--- src/rtl/serial_adder_pkg.sv ---
// Shared definitions for serial_adder: FSM state encoding and the counter-width helper.
package serial_adder_pkg;

    // IDLE = 2'd0, RUN = 2'd1, DONE = 2'd2
    typedef enum logic [1:0] {
        StIdle = 2'd0,
        StRun  = 2'd1,
        StDone = 2'd2
    } state_e;

    // Ceiling log2 with a minimum result of 1, so a single-digit adder still gets a 1-bit counter.
    function automatic int unsigned clog2(input int unsigned n);
        int unsigned result;
        result = 1;
        for (int unsigned i = 1; i < 32; i++) begin
            if ((32'd1 << i) < n) begin
                result = i + 1;
            end
        end
        return result;
    endfunction

endpackage

--- src/rtl/digit_adder.sv ---
// Combinational DIGIT-bit ripple-carry adder built from a chain of full-adder cells.
module digit_adder #(
    parameter int unsigned DIGIT = 1
) (
    input  logic [DIGIT-1:0] a,
    input  logic [DIGIT-1:0] b,
    input  logic             c_in,
    output logic [DIGIT-1:0] sum,
    output logic             c_out
);

    logic [DIGIT:0] carry;

    assign carry[0] = c_in;

    for (genvar i = 0; i < DIGIT; i++) begin : g_fa
        assign sum[i]     = a[i] ^ b[i] ^ carry[i];
        assign carry[i+1] = (a[i] & b[i]) | (carry[i] & (a[i] ^ b[i]));
    end

    assign c_out = carry[DIGIT];

endmodule

--- src/rtl/serial_adder.sv ---
// Digit-serial adder: {c_out, sum} = a + b + c_in computed DIGIT bits per cycle, LSB digit first,
// with a start/busy/done handshake. WIDTH must be >= 2 and a multiple of DIGIT.
// Optional feature: define SERIAL_ADDER_OVF_EN to add the signed-overflow output ovf.
module serial_adder
    import serial_adder_pkg::*;
#(
    parameter int unsigned WIDTH = 8,
    parameter int unsigned DIGIT = 1
) (
    input  logic             clk,
    input  logic             rst_n,
    input  logic             start,
    input  logic [WIDTH-1:0] a,
    input  logic [WIDTH-1:0] b,
    input  logic             c_in,
    output logic             busy,
    output logic             done,
    output logic [WIDTH-1:0] sum,
    output logic             c_out
`ifdef SERIAL_ADDER_OVF_EN
    ,
    output logic             ovf
`endif
);

    localparam int unsigned N    = WIDTH / DIGIT;
    localparam int unsigned CntW = clog2(N);
    localparam logic [CntW-1:0] CntLast = CntW'(N - 1);

    state_e            state_q, state_d;
    logic [WIDTH-1:0]  a_q, a_d;
    logic [WIDTH-1:0]  b_q, b_d;
    logic [WIDTH-1:0]  sum_q, sum_d;
    logic              carry_q, carry_d;
    logic [CntW-1:0]   cnt_q, cnt_d;

    logic [DIGIT-1:0]  dig_sum;
    logic              dig_cout;
    logic [WIDTH-1:0]  sum_shift;
    logic              accept;
    logic              last_digit;

    digit_adder #(
        .DIGIT (DIGIT)
    ) u_digit_adder (
        .a     (a_q[DIGIT-1:0]),
        .b     (b_q[DIGIT-1:0]),
        .c_in  (carry_q),
        .sum   (dig_sum),
        .c_out (dig_cout)
    );

    // New result digits enter the sum register from the MSB side.
    if (DIGIT == WIDTH) begin : g_shift_full
        assign sum_shift = dig_sum;
    end else begin : g_shift_part
        assign sum_shift = {dig_sum, sum_q[WIDTH-1:DIGIT]};
    end

    assign last_digit = (state_q == StRun) && (cnt_q == CntLast);

    // Next-state logic: accept in IDLE/DONE, one digit per RUN cycle, DONE lasts one cycle.
    always_comb begin
        state_d = state_q;
        a_d     = a_q;
        b_d     = b_q;
        sum_d   = sum_q;
        carry_d = carry_q;
        cnt_d   = cnt_q;
        accept  = 1'b0;

        case (state_q)
            StIdle: begin
                accept = start;
            end
            StRun: begin
                a_d     = a_q >> DIGIT;
                b_d     = b_q >> DIGIT;
                sum_d   = sum_shift;
                carry_d = dig_cout;
                cnt_d   = cnt_q + 1'b1;
                if (cnt_q == CntLast) begin
                    state_d = StDone;
                end
            end
            StDone: begin
                accept = start;
                if (!start) begin
                    state_d = StIdle;
                end
            end
            default: begin
                state_d = StIdle;
            end
        endcase

        if (accept) begin
            a_d     = a;
            b_d     = b;
            carry_d = c_in;
            cnt_d   = '0;
            state_d = StRun;
        end
    end

    // State and datapath registers.
    always_ff @(posedge clk or negedge rst_n) begin
        if (!rst_n) begin
            state_q <= StIdle;
            a_q     <= '0;
            b_q     <= '0;
            sum_q   <= '0;
            carry_q <= 1'b0;
            cnt_q   <= '0;
        end else begin
            state_q <= state_d;
            a_q     <= a_d;
            b_q     <= b_d;
            sum_q   <= sum_d;
            carry_q <= carry_d;
            cnt_q   <= cnt_d;
        end
    end

`ifdef SERIAL_ADDER_OVF_EN
    logic ovf_q, ovf_d;

    // Carry into the MSB is recovered as sum_msb ^ a_msb ^ b_msb of the final digit.
    always_comb begin
        ovf_d = ovf_q;
        if (last_digit) begin
            ovf_d = dig_sum[DIGIT-1] ^ a_q[DIGIT-1] ^ b_q[DIGIT-1] ^ dig_cout;
        end
    end

    // Overflow flag register, held alongside sum.
    always_ff @(posedge clk or negedge rst_n) begin
        if (!rst_n) begin
            ovf_q <= 1'b0;
        end else begin
            ovf_q <= ovf_d;
        end
    end

    assign ovf = ovf_q;
`else
    logic unused_last;
    assign unused_last = last_digit;
`endif

    assign busy  = (state_q == StRun);
    assign done  = (state_q == StDone);
    assign sum   = sum_q;
    assign c_out = carry_q;

endmodule

--- config.mk ---
export PLATFORM = sky130hd
export DESIGN_NAME = serial_adder
export DESIGN_NICKNAME = d
export VERILOG_FILES = /design/src/rtl/serial_adder_pkg.sv /design/src/rtl/digit_adder.sv /design/src/rtl/serial_adder.sv
export SDC_FILE = /design/constraint.sdc
export NUM_CORES = 1
export LEC_CHECK = 0
export ABC_AREA = 1
export CORE_ASPECT_RATIO = 1.2
export CORE_MARGIN = 5
export CORE_UTILIZATION = 54
export DETAILED_ROUTE_END_ITERATION = 6
export PLACE_DENSITY = 0.92
export SLEW_MARGIN = 20
export SYNTH_ARGS = -nofsm -noshare
export SYNTH_HDL_FRONTEND = slang
export SYNTH_HIERARCHICAL = 1
export SYNTH_SLANG_ARGS = --single-unit
export TNS_END_PERCENT = 30
--- constraint.sdc ---
create_clock -name clk -period 2.5 [get_ports clk]
set_input_delay 0.5 -clock clk [delete_from_list [all_inputs] [get_ports clk]]
set_output_delay 0.5 -clock clk [all_outputs]
set_load 0.05 [all_outputs]
==> results of run 1 <==
final cells by class:
| class | instances | area share, % |
|---|---|---|
| Clock buffer | 6 | 2.76 |
| Timing Repair Buffer | 33 | 17.8 |
| Tap cell | 34 | 2.29 |
| Sequential cell | 30 | 40.5 |
| Multi-Input combinational cell | 116 | 31.6 |
| Inverter | 23 | 5.06 |
power by group:
| part | switching (W) | internal [W] |
|---|---|---|
| combinational | 0.000797 | 0.000435 |
| clock | 0.000166 | 0.000126 |
| sequential | 0.000141 | 0.000706 |
| total | 0.00110 | 0.00127 |
metrics by stage:
| stage | setup WS (ns) | hold slack, ns | area [sq um] |
|---|---|---|---|
| 2_1_floorplan | 0.709 | 0.204 | 1550 |
| 3_3_place_gp | 0.761 | 0.472 | 1800 |
| 3_5_place_dp | 0.753 | 0.491 | 1800 |
| 4_1_cts | 0.360 | 0.517 | 1860 |
| 5_1_grt | 0.264 | 0.540 | 1860 |
| 6_report | 0.373 | 0.510 | 1860 |
worst register-to-register path: cells and delay by family, from the launching register on:
kind            cells  cell delay, ns
compound gates      1            0.07
buf+inv             2            0.49
simple gates        2            0.35
flops               1            0.38
cells in the mapped netlist:
cell type / count
buf_2: 1
inv_8: 1
nand2_4: 1
nor2_1: 2
or2_1: 1
buf_4: 4
buf_6: 7
inv_2: 2
nand2_1: 51
nand2_8: 1
o21ai_1: 7
fa_1: 1
ha_1: 2
dfrtp_1: 30
nand3_2: 4
inv_1: 20
nand3_1: 46
cell families after synthesis:
family | synth area share (%)
and+or+nand+nor | 32.8
DFF | 48.6
adders and majority gates | 2.91
buffers and inverters | 13.4
AOI/OAI and AO/OA | 2.27
path summary, 6_finish.rpt:
| kind | cells past startpoint | endpoint | from |
|---|---|---|---|
| min in group asynchronous | 2 | b_q[6] | rst_n |
| max in group asynchronous | 2 | sum[0] | rst_n |
| min reg2reg | 2 | sum[0] | sum[0] |
| max | 4 | busy | state_q[1] |
| max reg2reg | 5 | sum[2] | state_q[1] |
| min | 2 | sum[0] | sum[0] |
flip-flops by register name, indices dropped and copies added (netlist names):
signal / count
a_q: 8
state_q: 2
sum: 8
c_out: 1
b_q: 8
cnt_q: 3
routing by layer:
layer | track usage (%) | vias up | part of all wire (%)
met1 | 20.7 | 553 | 44
met4 | 9.35 | 0 | 2.5
met3 | 5.21 | 8 | 6.3
li1 | - | 624 | -
met2 | 29.1 | 28 | 47
met5 | 0 | - | 0
==> metrics.yaml, run 1 <==
critical_path:
  max_stage_delay_ns: 0.38
  crit_top_cell: "inv_2"
  worst-path-buf-inv: 3
  cp_top_family: "buffers and inverters"
  cp.arrival_ns: 1.63
  critPathSlowestCell: "dfrtp_1"
  cp.required_ns: 2.00
  r2r_slack_ns: 1.16
  cp_max_fo: 32
  worstSetupEndpointType: "output port"
  worstSetupPathType: "flop to output port"
  path_cells: "inv_2, nand2_4, inv_2, buf_12"
  worstSetupStartpointType: "flop"
clock_tree:
  cts.sink_count: 30
  post-cts-setup-buffers: 0
  path_clk_slew_ns: 0.09
  cts_resized: 0
  clk_latency_ns: 0.34
  cts_tree: "built"
  cts_root_buf: "clkbuf_4"
  cts_buffer_depth: 2
  cts_hold_buf: 0
  cts_made_buffers: 5
  cts.htree.levels: 2
global_routing:
  grtUsageTotal_pct: 17.7
  grt_max_degree: 33
  overflow: 0
  grt_pass1_wl_um: 5320
  grt_pass1_vias: 1246
  antenna_found_initial: 0
timing:
  fin_skew_ns: 0.00810
  slew_headroom_pct: 64.9
  period_needed_ns: 2.13
  worst_pin_slew_ns: 0.525
  tns_ns: 0
  hold_viol: 0
  setup_viol: 0
  post-route-period-util_pct: 85.1
  rsz0062_at_grt: "false"
  drv_slew: 0
  max_clock_freq_mhz: 470
logic_synthesis:
  synth_top_area_cell: "dfrtp_1"
  synthTopCellsByArea: "dfrtp_1, nand3_1, nand2_1, buf_6, inv_1"
  ys_seq_area_share_pct: 48.6
  ys_warn_count: 6
  synth_cells: 181
  ys_ff_latch: 30
  synth_area_per_cell_sq_um: 8.54
  synth_top_area_share_pct: 48.6
  syn-num-nets: 204
  synthDistinctLibCells: 17
  syn-cell-area_sq_um: 1550
layout:
  diodes: 0
  final_nets: 232
  drive_gt1_share_pct: 9.62
  layout_commonest_cell: "nand2_1"
  final_cell_mix: "nand2_1, nand3_1, dfrtp_1"
  regArea_sq_um: 751
  fin_cells: 242
  fin_util_pct: 66.6
  multiInputGateArea_sq_um: 587
  synthToLayoutAreaGrowth_pct: 20.1
  nFillCells: 241
detailed_routing:
  viasPerCell: 5.01
  drt-initial-drc-count: 28
  post_drt_wl_per_cell_um: 12.6
  drc: 0
  drtPass1Iterations: 4
  ant_nets: 0
  wl_um: 3050
  num_vias: 1213
hold_path:
  hold_path.class: "flop to flop"
status:
  status: "complete, no violations"
placement:
  dp.cells: 236
  dp_hpwl_um: 2050
  finalWeightedCongestion: 0.775
  port_buffers: 30
power_and_ir_drop:
  powerDensity_nw_per_um2: 1280
  power.total_w: 0.00237
  p_leak_nw: 0.955
  ir_drop_v: 0.000940
die:
  die_h_um: 68.6
  placementRows: 21
  die_w_um: 58.8
  die-area_sq_um: 4040
  pin_count: 31
  floorplan.initialDensity_pct: 55.5
  core_sq_um: 2790
flow_run:
  cap_violations: 0
Note: power is estimated with default switching activity, not from simulation.
==> run 2: changes to the inputs <==
--- a/config.mk
+++ b/config.mk
@@ -10,6 +10,7 @@
 export CORE_MARGIN = 5
 export CORE_UTILIZATION = 54
 export DETAILED_ROUTE_END_ITERATION = 6
+export HOLD_SLACK_MARGIN = 0.06
 export PLACE_DENSITY = 0.92
 export SLEW_MARGIN = 20
 export SYNTH_ARGS = -nofsm -noshare
==> results of run 2 <==
Final layout, timing and power as in run 1 (identical DEF).
